**config.mk**
```make
export PLATFORM = sky130hd
export DESIGN_NAME = bus_txn_arbiter_flat
export DESIGN_NICKNAME = d
export VERILOG_FILES = /design/src/rtl/bus_txn_arbiter_if.sv /design/src/rtl/bus_txn_arbiter.sv /design/src/flat_wrapper.sv
export SDC_FILE = /design/constraint.sdc
export NUM_CORES = 1
export LEC_CHECK = 0
export BUFFER_PORTS_ARGS = -buffer_cell sky130_fd_sc_hd__buf_2
export CORE_AREA = 3 3 109 111
export CTS_CLUSTER_DIAMETER = 120
export CTS_CLUSTER_SIZE = 40
export DETAILED_ROUTE_END_ITERATION = 10
export DIE_AREA = 0 0 112 114
export GPL_ROUTABILITY_DRIVEN = 0
export SETUP_SLACK_MARGIN = 0.3
export SLEW_MARGIN = 30
export SYNTH_ARGS = -nofsm -noshare
export SYNTH_HDL_FRONTEND = slang
export SYNTH_SLANG_ARGS = --single-unit
```
**constraint.sdc**
```tcl
create_clock -name clk -period 2.65 [get_ports clk]
set_input_delay 0.3975 -clock clk [delete_from_list [all_inputs] [get_ports clk]]
set_output_delay 0.3975 -clock clk [all_outputs]
set_load 0.02 [all_outputs]
```
**src/rtl/bus_txn_arbiter_if.sv**
```systemverilog
// Upstream ibus/dbus ports, the single downstream m_* port and arbiter status.
interface bus_txn_arbiter_if;
    logic        ibus_req;
    logic [31:0] ibus_addr;
    logic [31:0] ibus_rdata;
    logic        ibus_ready;
    logic        ibus_error;
    logic        dbus_req;
    logic        dbus_we;
    logic [31:0] dbus_addr;
    logic [31:0] dbus_wdata;
    logic [3:0]  dbus_wstrb;
    logic [31:0] dbus_rdata;
    logic        dbus_ready;
    logic        dbus_error;
    logic        m_req;
    logic        m_we;
    logic [31:0] m_addr;
    logic [31:0] m_wdata;
    logic [3:0]  m_wstrb;
    logic [31:0] m_rdata;
    logic        m_ready;
    logic        m_error;
    logic [1:0]  grant_owner;
    logic        timeout_pulse;

    modport slave (
        input  ibus_req, ibus_addr,
        input  dbus_req, dbus_we, dbus_addr, dbus_wdata, dbus_wstrb,
        input  m_rdata, m_ready, m_error,
        output ibus_rdata, ibus_ready, ibus_error,
        output dbus_rdata, dbus_ready, dbus_error,
        output m_req, m_we, m_addr, m_wdata, m_wstrb,
        output grant_owner, timeout_pulse
    );

    modport master (
        output ibus_req, ibus_addr,
        output dbus_req, dbus_we, dbus_addr, dbus_wdata, dbus_wstrb,
        output m_rdata, m_ready, m_error,
        input  ibus_rdata, ibus_ready, ibus_error,
        input  dbus_rdata, dbus_ready, dbus_error,
        input  m_req, m_we, m_addr, m_wdata, m_wstrb,
        input  grant_owner, timeout_pulse
    );
endinterface

```
**src/rtl/bus_txn_arbiter.sv**
```systemverilog
// Two-master (ibus/dbus) arbiter onto one downstream port with
// dbus-priority, ibus anti-starvation and a per-transaction watchdog.
module bus_txn_arbiter #(
    parameter int unsigned TIMEOUT_CYCLES  = 1024,
    parameter int unsigned MAX_DBUS_STREAK = 4
) (
    input  logic             clk,
    input  logic             rst,
    bus_txn_arbiter_if.slave b
);
    localparam logic [15:0] WAIT_LAST  = 16'(TIMEOUT_CYCLES - 1);
    localparam logic [3:0]  STREAK_MAX = 4'(MAX_DBUS_STREAK);

    typedef enum logic [1:0] {IDLE, GRANT_I, GRANT_D, TERR} state_t;

    state_t      state_q;
    logic [3:0]  streak_q;
    logic [15:0] wait_q;
    logic        own_i_q;
    logic        m_req_q;
    logic        tpulse_q;
    logic [1:0]  owner_q;

    logic starved;
    logic cur_req;
    logic g_i;
    logic g_d;
    logic t_i;
    logic t_d;

    assign starved = b.ibus_req && (streak_q == STREAK_MAX);
    assign cur_req = (state_q == GRANT_I) ? b.ibus_req : b.dbus_req;

    always_ff @(posedge clk or posedge rst) begin
        if (rst) begin
            state_q  <= IDLE;
            streak_q <= '0;
            wait_q   <= '0;
            own_i_q  <= 1'b0;
            m_req_q  <= 1'b0;
            tpulse_q <= 1'b0;
            owner_q  <= 2'b00;
        end else begin
            tpulse_q <= 1'b0;
            unique case (state_q)
                IDLE: begin
                    wait_q <= '0;
                    if (b.dbus_req && !starved) begin
                        state_q  <= GRANT_D;
                        own_i_q  <= 1'b0;
                        m_req_q  <= 1'b1;
                        owner_q  <= 2'b10;
                        streak_q <= b.ibus_req ? streak_q + 4'd1 : 4'd0;
                    end else if (b.ibus_req) begin
                        state_q  <= GRANT_I;
                        own_i_q  <= 1'b1;
                        m_req_q  <= 1'b1;
                        owner_q  <= 2'b01;
                        streak_q <= '0;
                    end else begin
                        streak_q <= '0;
                    end
                end
                GRANT_I, GRANT_D: begin
                    // ready wins over the watchdog threshold
                    if (b.m_ready || !cur_req) begin
                        state_q <= IDLE;
                        m_req_q <= 1'b0;
                        owner_q <= 2'b00;
                    end else if (wait_q == WAIT_LAST) begin
                        state_q  <= TERR;
                        m_req_q  <= 1'b0;
                        owner_q  <= 2'b11;
                        tpulse_q <= 1'b1;
                    end else begin
                        wait_q <= wait_q + 16'd1;
                    end
                end
                TERR: begin
                    state_q <= IDLE;
                    owner_q <= 2'b00;
                end
            endcase
        end
    end

    assign g_i = (state_q == GRANT_I);
    assign g_d = (state_q == GRANT_D);
    assign t_i = (state_q == TERR) && own_i_q;
    assign t_d = (state_q == TERR) && !own_i_q;

    assign b.m_req   = m_req_q;
    assign b.m_we    = g_d & b.dbus_we;
    assign b.m_addr  = g_i ? b.ibus_addr : (g_d ? b.dbus_addr : 32'd0);
    assign b.m_wdata = g_d ? b.dbus_wdata : 32'd0;
    assign b.m_wstrb = g_i ? 4'hF : (g_d ? b.dbus_wstrb : 4'h0);

    assign b.ibus_rdata = g_i ? b.m_rdata : 32'd0;
    assign b.ibus_ready = (g_i & b.m_ready) | t_i;
    assign b.ibus_error = (g_i & b.m_error) | t_i;
    assign b.dbus_rdata = g_d ? b.m_rdata : 32'd0;
    assign b.dbus_ready = (g_d & b.m_ready) | t_d;
    assign b.dbus_error = (g_d & b.m_error) | t_d;

    assign b.grant_owner   = owner_q;
    assign b.timeout_pulse = tpulse_q;
endmodule

```
**src/flat_wrapper.sv**
```systemverilog
// flat-port wrapper written by rule: the top's interface ports become plain ports
module bus_txn_arbiter_flat 
#(
    parameter int unsigned TIMEOUT_CYCLES  = 1024,
    parameter int unsigned MAX_DBUS_STREAK = 4
)
  (clk, rst, b_ibus_req, b_ibus_addr, b_dbus_req, b_dbus_we, b_dbus_addr, b_dbus_wdata, b_dbus_wstrb, b_m_rdata, b_m_ready, b_m_error, b_ibus_rdata, b_ibus_ready, b_ibus_error, b_dbus_rdata, b_dbus_ready, b_dbus_error, b_m_req, b_m_we, b_m_addr, b_m_wdata, b_m_wstrb, b_grant_owner, b_timeout_pulse);
  bus_txn_arbiter_if b_i ();
  input  logic clk;
  input  logic rst;
  input wire logic [$bits(b_i.ibus_req)-1:0] b_ibus_req;
  input wire logic [$bits(b_i.ibus_addr)-1:0] b_ibus_addr;
  input wire logic [$bits(b_i.dbus_req)-1:0] b_dbus_req;
  input wire logic [$bits(b_i.dbus_we)-1:0] b_dbus_we;
  input wire logic [$bits(b_i.dbus_addr)-1:0] b_dbus_addr;
  input wire logic [$bits(b_i.dbus_wdata)-1:0] b_dbus_wdata;
  input wire logic [$bits(b_i.dbus_wstrb)-1:0] b_dbus_wstrb;
  input wire logic [$bits(b_i.m_rdata)-1:0] b_m_rdata;
  input wire logic [$bits(b_i.m_ready)-1:0] b_m_ready;
  input wire logic [$bits(b_i.m_error)-1:0] b_m_error;
  output wire logic [$bits(b_i.ibus_rdata)-1:0] b_ibus_rdata;
  output wire logic [$bits(b_i.ibus_ready)-1:0] b_ibus_ready;
  output wire logic [$bits(b_i.ibus_error)-1:0] b_ibus_error;
  output wire logic [$bits(b_i.dbus_rdata)-1:0] b_dbus_rdata;
  output wire logic [$bits(b_i.dbus_ready)-1:0] b_dbus_ready;
  output wire logic [$bits(b_i.dbus_error)-1:0] b_dbus_error;
  output wire logic [$bits(b_i.m_req)-1:0] b_m_req;
  output wire logic [$bits(b_i.m_we)-1:0] b_m_we;
  output wire logic [$bits(b_i.m_addr)-1:0] b_m_addr;
  output wire logic [$bits(b_i.m_wdata)-1:0] b_m_wdata;
  output wire logic [$bits(b_i.m_wstrb)-1:0] b_m_wstrb;
  output wire logic [$bits(b_i.grant_owner)-1:0] b_grant_owner;
  output wire logic [$bits(b_i.timeout_pulse)-1:0] b_timeout_pulse;
  assign b_i.ibus_req = b_ibus_req;
  assign b_i.ibus_addr = b_ibus_addr;
  assign b_i.dbus_req = b_dbus_req;
  assign b_i.dbus_we = b_dbus_we;
  assign b_i.dbus_addr = b_dbus_addr;
  assign b_i.dbus_wdata = b_dbus_wdata;
  assign b_i.dbus_wstrb = b_dbus_wstrb;
  assign b_i.m_rdata = b_m_rdata;
  assign b_i.m_ready = b_m_ready;
  assign b_i.m_error = b_m_error;
  assign b_ibus_rdata = b_i.ibus_rdata;
  assign b_ibus_ready = b_i.ibus_ready;
  assign b_ibus_error = b_i.ibus_error;
  assign b_dbus_rdata = b_i.dbus_rdata;
  assign b_dbus_ready = b_i.dbus_ready;
  assign b_dbus_error = b_i.dbus_error;
  assign b_m_req = b_i.m_req;
  assign b_m_we = b_i.m_we;
  assign b_m_addr = b_i.m_addr;
  assign b_m_wdata = b_i.m_wdata;
  assign b_m_wstrb = b_i.m_wstrb;
  assign b_grant_owner = b_i.grant_owner;
  assign b_timeout_pulse = b_i.timeout_pulse;
  bus_txn_arbiter #(.TIMEOUT_CYCLES(TIMEOUT_CYCLES), .MAX_DBUS_STREAK(MAX_DBUS_STREAK)) u_core (.clk(clk), .rst(rst), .b(b_i));
endmodule
```
==> results.py, run 1 <==
metrics = {
    "detailed_routing": {
        "wire_per_inst_um": 20.5,
        "drt_wl_total_um": 15500,
        "viasPerCell": 5.10,
        "drc": 0,
        "drtPass1Iterations": 5,
        "via_count": 3879,
        "ant_nets": 0,
        "drt_iter0_markers": 329,
    },
    "clocking": {
        "htree_levels": 1,
        "cts_hold_buf": 0,
        "cts_made_buffers": 3,
        "clkSinkCount": 25,
        "clk_pin_slew_ps": 90,
        "clock_path_buffers": 2,
        "cts_tree": "built",
        "clk_latency_ps": 270,
        "clock-root-buffer": "clkbuf_8",
    },
    "pwr": {
        "power.share.combinational": 0.815,
        "p_int_mw": 1.71,
        "switchingPower_mw": 2.23,
        "leakage_nw": 2.57,
        "switching_share": 0.566,
        "peakVddDrop_uv": 624,
        "clkPwrFrac": 0.060,
        "powerDensity_mw_per_mm2": 880,
        "pwr-share-seq": 0.126,
    },
    "placement": {
        "hpwl_um": 12700,
        "io_buffers": 279,
        "dpl_worst_slack_ps": 414,
    },
    "setup_path": {
        "ff2ff_path_depth": 6,
        "crit_type": "flop to primary output",
        "crit_path_end_kind": "primary output",
        "start_kind": "flop",
        "worstPathRequired_ps": 2250,
        "crit_path_top_delay_cell": "dfrtp_1",
        "path_cells": "inv_1 -> ha_2 -> buf_12 -> and2_1 -> buf_2",
        "arrival_ps": 1950,
        "worstPathMaxFanout": 35,
        "max_stage_delay_ps": 450,
    },
    "logic_synthesis": {
        "synth-seq-area-share": 0.223,
        "synth_enable_flop_cells": 0,
        "ys_ff_latch": 25,
        "synth_area_sq_mm": 0.00281,
        "ys_warn_count": 0,
        "netlist_instances": 355,
        "synth_flop_cell": "dfrtp_1",
        "synth_nets": 503,
        "synth_cell_types": 50,
        "synth_area_per_cell_sq_um": 7.92,
        "synthArstFlopShare": 1.00,
    },
    "layout": {
        "regArea_sq_um": 626,
        "final_nets": 767,
        "multiInputGateArea_sq_mm": 0.00205,
        "area.growth.synth_to_final_pct": 58.9,
        "layout-drive-gt1-share": 0.500,
        "nFillCells": 1149,
    },
    "sta": {
        "relSlewSlack": 0.628,
        "timing.final.ws_setup_ps": 301,
        "period_needed_ps": 2350,
        "finalCritPeriodShare": 0.886,
        "fmax_ghz": 0.426,
        "worst_slew_pin_slew_ps": 554,
        "hold_viol_final": 0,
        "clock_skew_ps": 5.99,
        "whs_ps": 165,
        "setup_viol": 0,
        "drv_slew": 0,
        "setup_tns_ps": 0,
        "rsz0062_at_grt": "true",
    },
    "global_routing": {
        "grt_max_degree": 72,
        "grt_pass1_vias": 3599,
        "grt_overflow": 0,
        "grtUsageTotal": 0.219,
        "antenna_found_initial": 1,
        "grt_pass1_wl_um": 21900,
    },
    "floorplan": {
        "io_pins": 280,
        "initial_utilization": 0.258,
        "coreArea_sq_mm": 0.0109,
        "die_area_sq_mm": 0.0128,
        "die_x_um": 112,
        "rows": 38,
        "dieHeight_um": 114,
    },
    "worst_hold_path": {
        "holdCritPathClass": "input pin to asynchronous set/reset pin",
    },
    "status": {
        "status": "complete, no violations",
    },
    "job": {
        "cap_violations": 0,
    },
}
==> power groups by stage <==
stage / combinational (mW) / sequential (mW) / clock [mW]
final: 3.20 / 0.494 / 0.234
after floorplan: 1.94 / 0.512 / 0
after detailed placement: 3.00 / 0.499 / 0
after global placement: 2.95 / 0.494 / 0
after CTS: 3.07 / 0.493 / 0.239
after global routing: 3.41 / 0.502 / 0.259
==> state kept, by name (all words and copies together) (netlist names) <==
register                flops
u_core.streak_q             4
u_core.state_q              2
u_core.own_i_q              1
u_core.b.timeout_pulse      1
u_core.wait_q              16
u_core.b.m_req              1
==> synth_stat cells, types with 3 or more instances <==
library cell,number,area [sq um]
o211ai_1,6,45.0
o311ai_0,7,61.3
ha_1,9,113
o21ai_0,4,20.0
nand2_1,27,101
a22o_1,35,307
and3_1,3,18.8
nand4_1,11,68.8
and2_1,100,626
a21o_1,6,45.0
a41o_1,4,40.0
nor3_1,3,15.0
nand3_1,16,80.1
dfrtp_1,25,626
nor3b_1,3,22.5
nand2b_1,4,25.0
nor4_1,3,18.8
a21oi_1,4,20.0
nor2_1,12,45.0
or3_1,3,18.8
inv_1,9,33.8
clkbuf_1,26,97.6
==> worst paths after layout <==
| check | slack (ps) | start | to |
|---|---|---|---|
| min reg2reg | 510 | u_core.streak_q[3] | u_core.streak_q[3] |
| min | 170 | rst | u_core.wait_q[14] |
| max | 300 | u_core.state_q[1] | b_ibus_rdata[23] |
| min in group clk | 510 | u_core.streak_q[3] | u_core.streak_q[3] |
| max reg2reg | 370 | u_core.state_q[1] | u_core.state_q[1] |
| max in group asynchronous | 2230 | rst | u_core.b.m_req |
==> what timing repair did <==
action                                  CTS  global route
cloned                                    1             1
endpoints found under the setup margin   72            53
resized for setup                         6             3
setup buffers                             0             2
==> placed cells by master (no fill, tap or decap), types with 2 or more instances in the layout <==
| master | Yosys | routed |
|---|---|---|
| buf_12 | 0 | 4 |
| a31oi_1 | 2 | 2 |
| nor2_1 | 12 | 12 |
| o211ai_1 | 6 | 6 |
| o21ai_0 | 4 | 4 |
| ha_2 | 0 | 2 |
| a21oi_1 | 4 | 4 |
| o311ai_0 | 7 | 7 |
| nand2_1 | 27 | 27 |
| mux2_2 | 2 | 2 |
| buf_2 | 0 | 279 |
| or4_1 | 2 | 2 |
| nand2b_1 | 4 | 4 |
| nor3_1 | 3 | 3 |
| nand4_1 | 11 | 11 |
| clkbuf_8 | 0 | 3 |
| a21o_1 | 6 | 6 |
| ha_1 | 9 | 7 |
| nor2b_4 | 0 | 2 |
| and2_1 | 100 | 99 |
| inv_1 | 9 | 9 |
| or3_1 | 3 | 3 |
| buf_4 | 1 | 4 |
| and4_1 | 2 | 2 |
| a22o_1 | 35 | 35 |
| diode_2 | 0 | 2 |
| dfrtp_1 | 25 | 25 |
| nor4_4 | 2 | 2 |
| nor3b_1 | 3 | 3 |
| a41o_1 | 4 | 4 |
| nor4_1 | 3 | 3 |
| nand3_1 | 16 | 16 |
| and3_1 | 3 | 3 |
==> worst max-delay path, delay by kind of cell, from the launching register on <==
family / cells / cell delay (ps)
simple gates: 1 / 240
fa+ha+maj: 1 / 390
buf+inv: 3 / 570
flops: 1 / 450
==> metrics by stage <==
step / instance area (sq um) / total power [mW] / util / instances
2_1_floorplan: 2810 / 2.46 / - / 355
4_1_cts: 4390 / 3.80 / 0.403 / 755
3_3_place_gp: 4300 / 3.45 / 0.395 / 750
3_5_place_dp: 4310 / 3.50 / 0.396 / 750
5_1_grt: 4460 / 4.17 / 0.410 / 758
6_report: 4470 / 3.93 / 0.410 / 760
==> final cells by class <==
type                       instances  share of cell area
multi-input combinational        292               0.459
antenna                            2             0.00112
clock buffer                       4              0.0101
timing repair buffer             288               0.343
tap                              140              0.0392
inverter                           9             0.00756
sequential                        25               0.140
==> metal layers <==
| metal | track usage | vias up | wire length [um] |
|---|---|---|---|
| met5 | 0 | - | 13 |
| met4 | 0.0240 | 2 | 119 |
| li1 | - | 1815 | - |
| met3 | 0.0621 | 13 | 1540 |
| met1 | 0.327 | 1859 | 7110 |
| met2 | 0.324 | 190 | 6760 |
==> logic make-up after synthesis <==
| logic type | Yosys count | share of synthesized area |
|---|---|---|
| buffers and inverters | 39 | 0.0592 |
| AND/OR/NAND/NOR | 199 | 0.426 |
| AO/OA/AOI/OAI | 77 | 0.227 |
| adder cells (fa/ha/maj) | 9 | 0.0401 |
| multiplexers | 6 | 0.0245 |
| flip-flops | 25 | 0.223 |
Note: power is estimated with default switching activity, not from simulation.
==> run 2: changes to the inputs <==
--- a/config.mk
+++ b/config.mk
@@ -12,6 +12,8 @@
 export DETAILED_ROUTE_END_ITERATION = 10
 export DIE_AREA = 0 0 112 114
 export GPL_ROUTABILITY_DRIVEN = 0
+export MAX_ROUTING_LAYER = met4
+export PLACE_DENSITY_LB_ADDON = 0.05
 export SETUP_SLACK_MARGIN = 0.3
 export SLEW_MARGIN = 30
 export SYNTH_ARGS = -nofsm -noshare
==> run 2 against run 1 <==
  * Worst hold slack got worse by 8.0 ps
  * Clock skew shrank 2.3 ps
  * Global-route usage up 0.37 points
  * Sequential cell count unchanged
  * Register-to-register slack better by 140 ps
  * Non-clock buffer count unchanged
  * Largest cell class unchanged
  * Critical path type unchanged
  * Die area is the same
  * Wire length fell by 3.9%
  * Sequential share of layout area up 0.15 points
  * Combinational power shrank 3%
==> results.py, run 2 (synthesized netlist as in run 1, its figures left out) <==
metrics = {
    "pwr": {
        "power.total_mw": 3.83,
        "leakage_nw": 2.56,
        "powerDensity_mw_per_mm2": 862,
        "peakVddDrop_uv": 453,
    },
    "clocking": {
        "clock_path_buffers": 2,
        "clk_pin_slew_ps": 100,
        "cts_made_buffers": 3,
        "clock-root-buffer": "clkbuf_8",
        "htree_levels": 1,
        "clkSinkCount": 25,
        "clk_latency_ps": 270,
        "cts_tree": "built",
    },
    "status": {
        "status": "complete, no violations",
    },
    "placement": {
        "io_buffers": 279,
        "hpwl_um": 12300,
    },
    "setup_path": {
        "arrival_ps": 1820,
        "worstPathRequired_ps": 2250,
        "crit_type": "flop to primary output",
        "start_kind": "flop",
        "reg2reg_slack_ps": 510,
        "crit_path_end_kind": "primary output",
        "worstPathMaxFanout": 30,
    },
    "layout": {
        "largest_reg_flops": 16,
        "nFillCells": 1169,
        "area.growth.synth_to_final_pct": 57.9,
        "final_nets": 766,
        "reg.largest.list": "u_core.wait_q x16, u_core.streak_q x4, u_core.state_q x2",
        "final_common_cell": "buf_2",
        "layout-drive-gt1-share": 0.504,
        "max_flop_register": "u_core.wait_q",
        "layout_common_cells": "buf_2, and2_1, a22o_1",
    },
    "sta": {
        "drv_slew": 0,
        "hold_viol_final": 0,
        "setup_viol": 0,
        "rsz0062_at_grt": "true",
        "finalCritPeriodShare": 0.837,
        "clock_skew_ps": 3.71,
        "period_needed_ps": 2220,
        "fmax_ghz": 0.451,
        "relSlewSlack": 0.646,
        "worst_slew_pin_slew_ps": 528,
        "setup_tns_ps": 0,
    },
    "detailed_routing": {
        "viasPerCell": 4.94,
        "ant_nets": 0,
        "drtPass1Iterations": 4,
        "drc": 0,
        "drt_wl_total_um": 14900,
        "wire_per_inst_um": 19.7,
        "drt_iter0_markers": 351,
        "via_count": 3750,
    },
    "job": {
        "cap_violations": 0,
    },
    "floorplan": {
        "die_area_sq_mm": 0.0128,
        "coreArea_sq_mm": 0.0109,
        "rows": 38,
        "io_pins": 280,
        "die_x_um": 112,
        "dieHeight_um": 114,
        "initial_utilization": 0.258,
    },
    "global_routing": {
        "grtUsageTotal": 0.223,
        "grt_overflow": 0,
        "grt_pass1_wl_um": 21700,
        "grt_max_degree": 70,
        "antenna_found_initial": 1,
        "grt_pass1_vias": 3430,
    },
    "worst_hold_path": {
        "holdCritPathClass": "input pin to asynchronous set/reset pin",
    },
}
[run 2: layout make-up]
cell class / instances / area [sq um] / area share
Multi-Input combinational cell: 291 / 2040 / 0.459
Timing Repair Buffer: 288 / 1510 / 0.341
Sequential cell: 25 / 628 / 0.142
Tap cell: 140 / 175 / 0.0395
Clock buffer: 3 / 41.3 / 0.00930
Inverter: 9 / 33.8 / 0.00761
Clock inverter: 1 / 5.00 / 0.00113
Antenna cell: 2 / 5.00 / 0.00113
[run 2: final timing paths]
kind	end	start	cells past startpoint
max	b_ibus_rdata[12]	u_core.state_q[1]	5
min	u_core.wait_q[12]	rst	3
max reg2reg	u_core.state_q[1]	u_core.state_q[1]	6
min reg2reg	u_core.b.m_req	u_core.b.m_req	1
max in group asynchronous	u_core.state_q[1]	rst	3
min in group clk	u_core.own_i_q	b_ibus_req	3
[run 2: stage by stage]
| stage | hold WS (ps) | cell area, sq um | utilization | instances | setup slack [ps] |
|---|---|---|---|---|---|
| CTS | 170 | 4370 | 0.402 | 756 | 310 |
| global route | 174 | 4430 | 0.407 | 757 | 298 |
| detailed placement | 482 | 4320 | 0.397 | 752 | 431 |
| global placement | 482 | 4320 | 0.397 | 752 | 520 |
| finish | 157 | 4440 | 0.408 | 759 | 431 |
| floorplan | 425 | 2810 | - | 355 | 404 |
[run 2: power by group]
group          switching, mW  internal (mW)  total, mW
registers             0.0609          0.435      0.496
clock network          0.134          0.106      0.239
logic                   1.96           1.13       3.09
total                   2.16           1.67       3.83
[run 2: timing repair]
item / 4_1_cts / 5_1_grt
hold buffers: 0 / 0
endpoints found under the setup margin: 14 / 79
buffers inserted: 0 / 0
resized for setup: 2 / 12
cloned: 0 / 1
[run 2: routing by layer]
metal	global-route usage	vias up	share of wire
met3	0.0424	6	0.10
met5	-	-	0
met4	0.0240	0	0.0037
met1	0.332	1767	0.44
met2	0.323	174	0.45
li1	-	1803	-
[run 2: worst max-delay path: stages, from the launching register on]
cell and delay [ps]:
dfrtp_2 460, inv_1 110, ha_2 310, buf_4 310, and2_1 180, buf_2 170
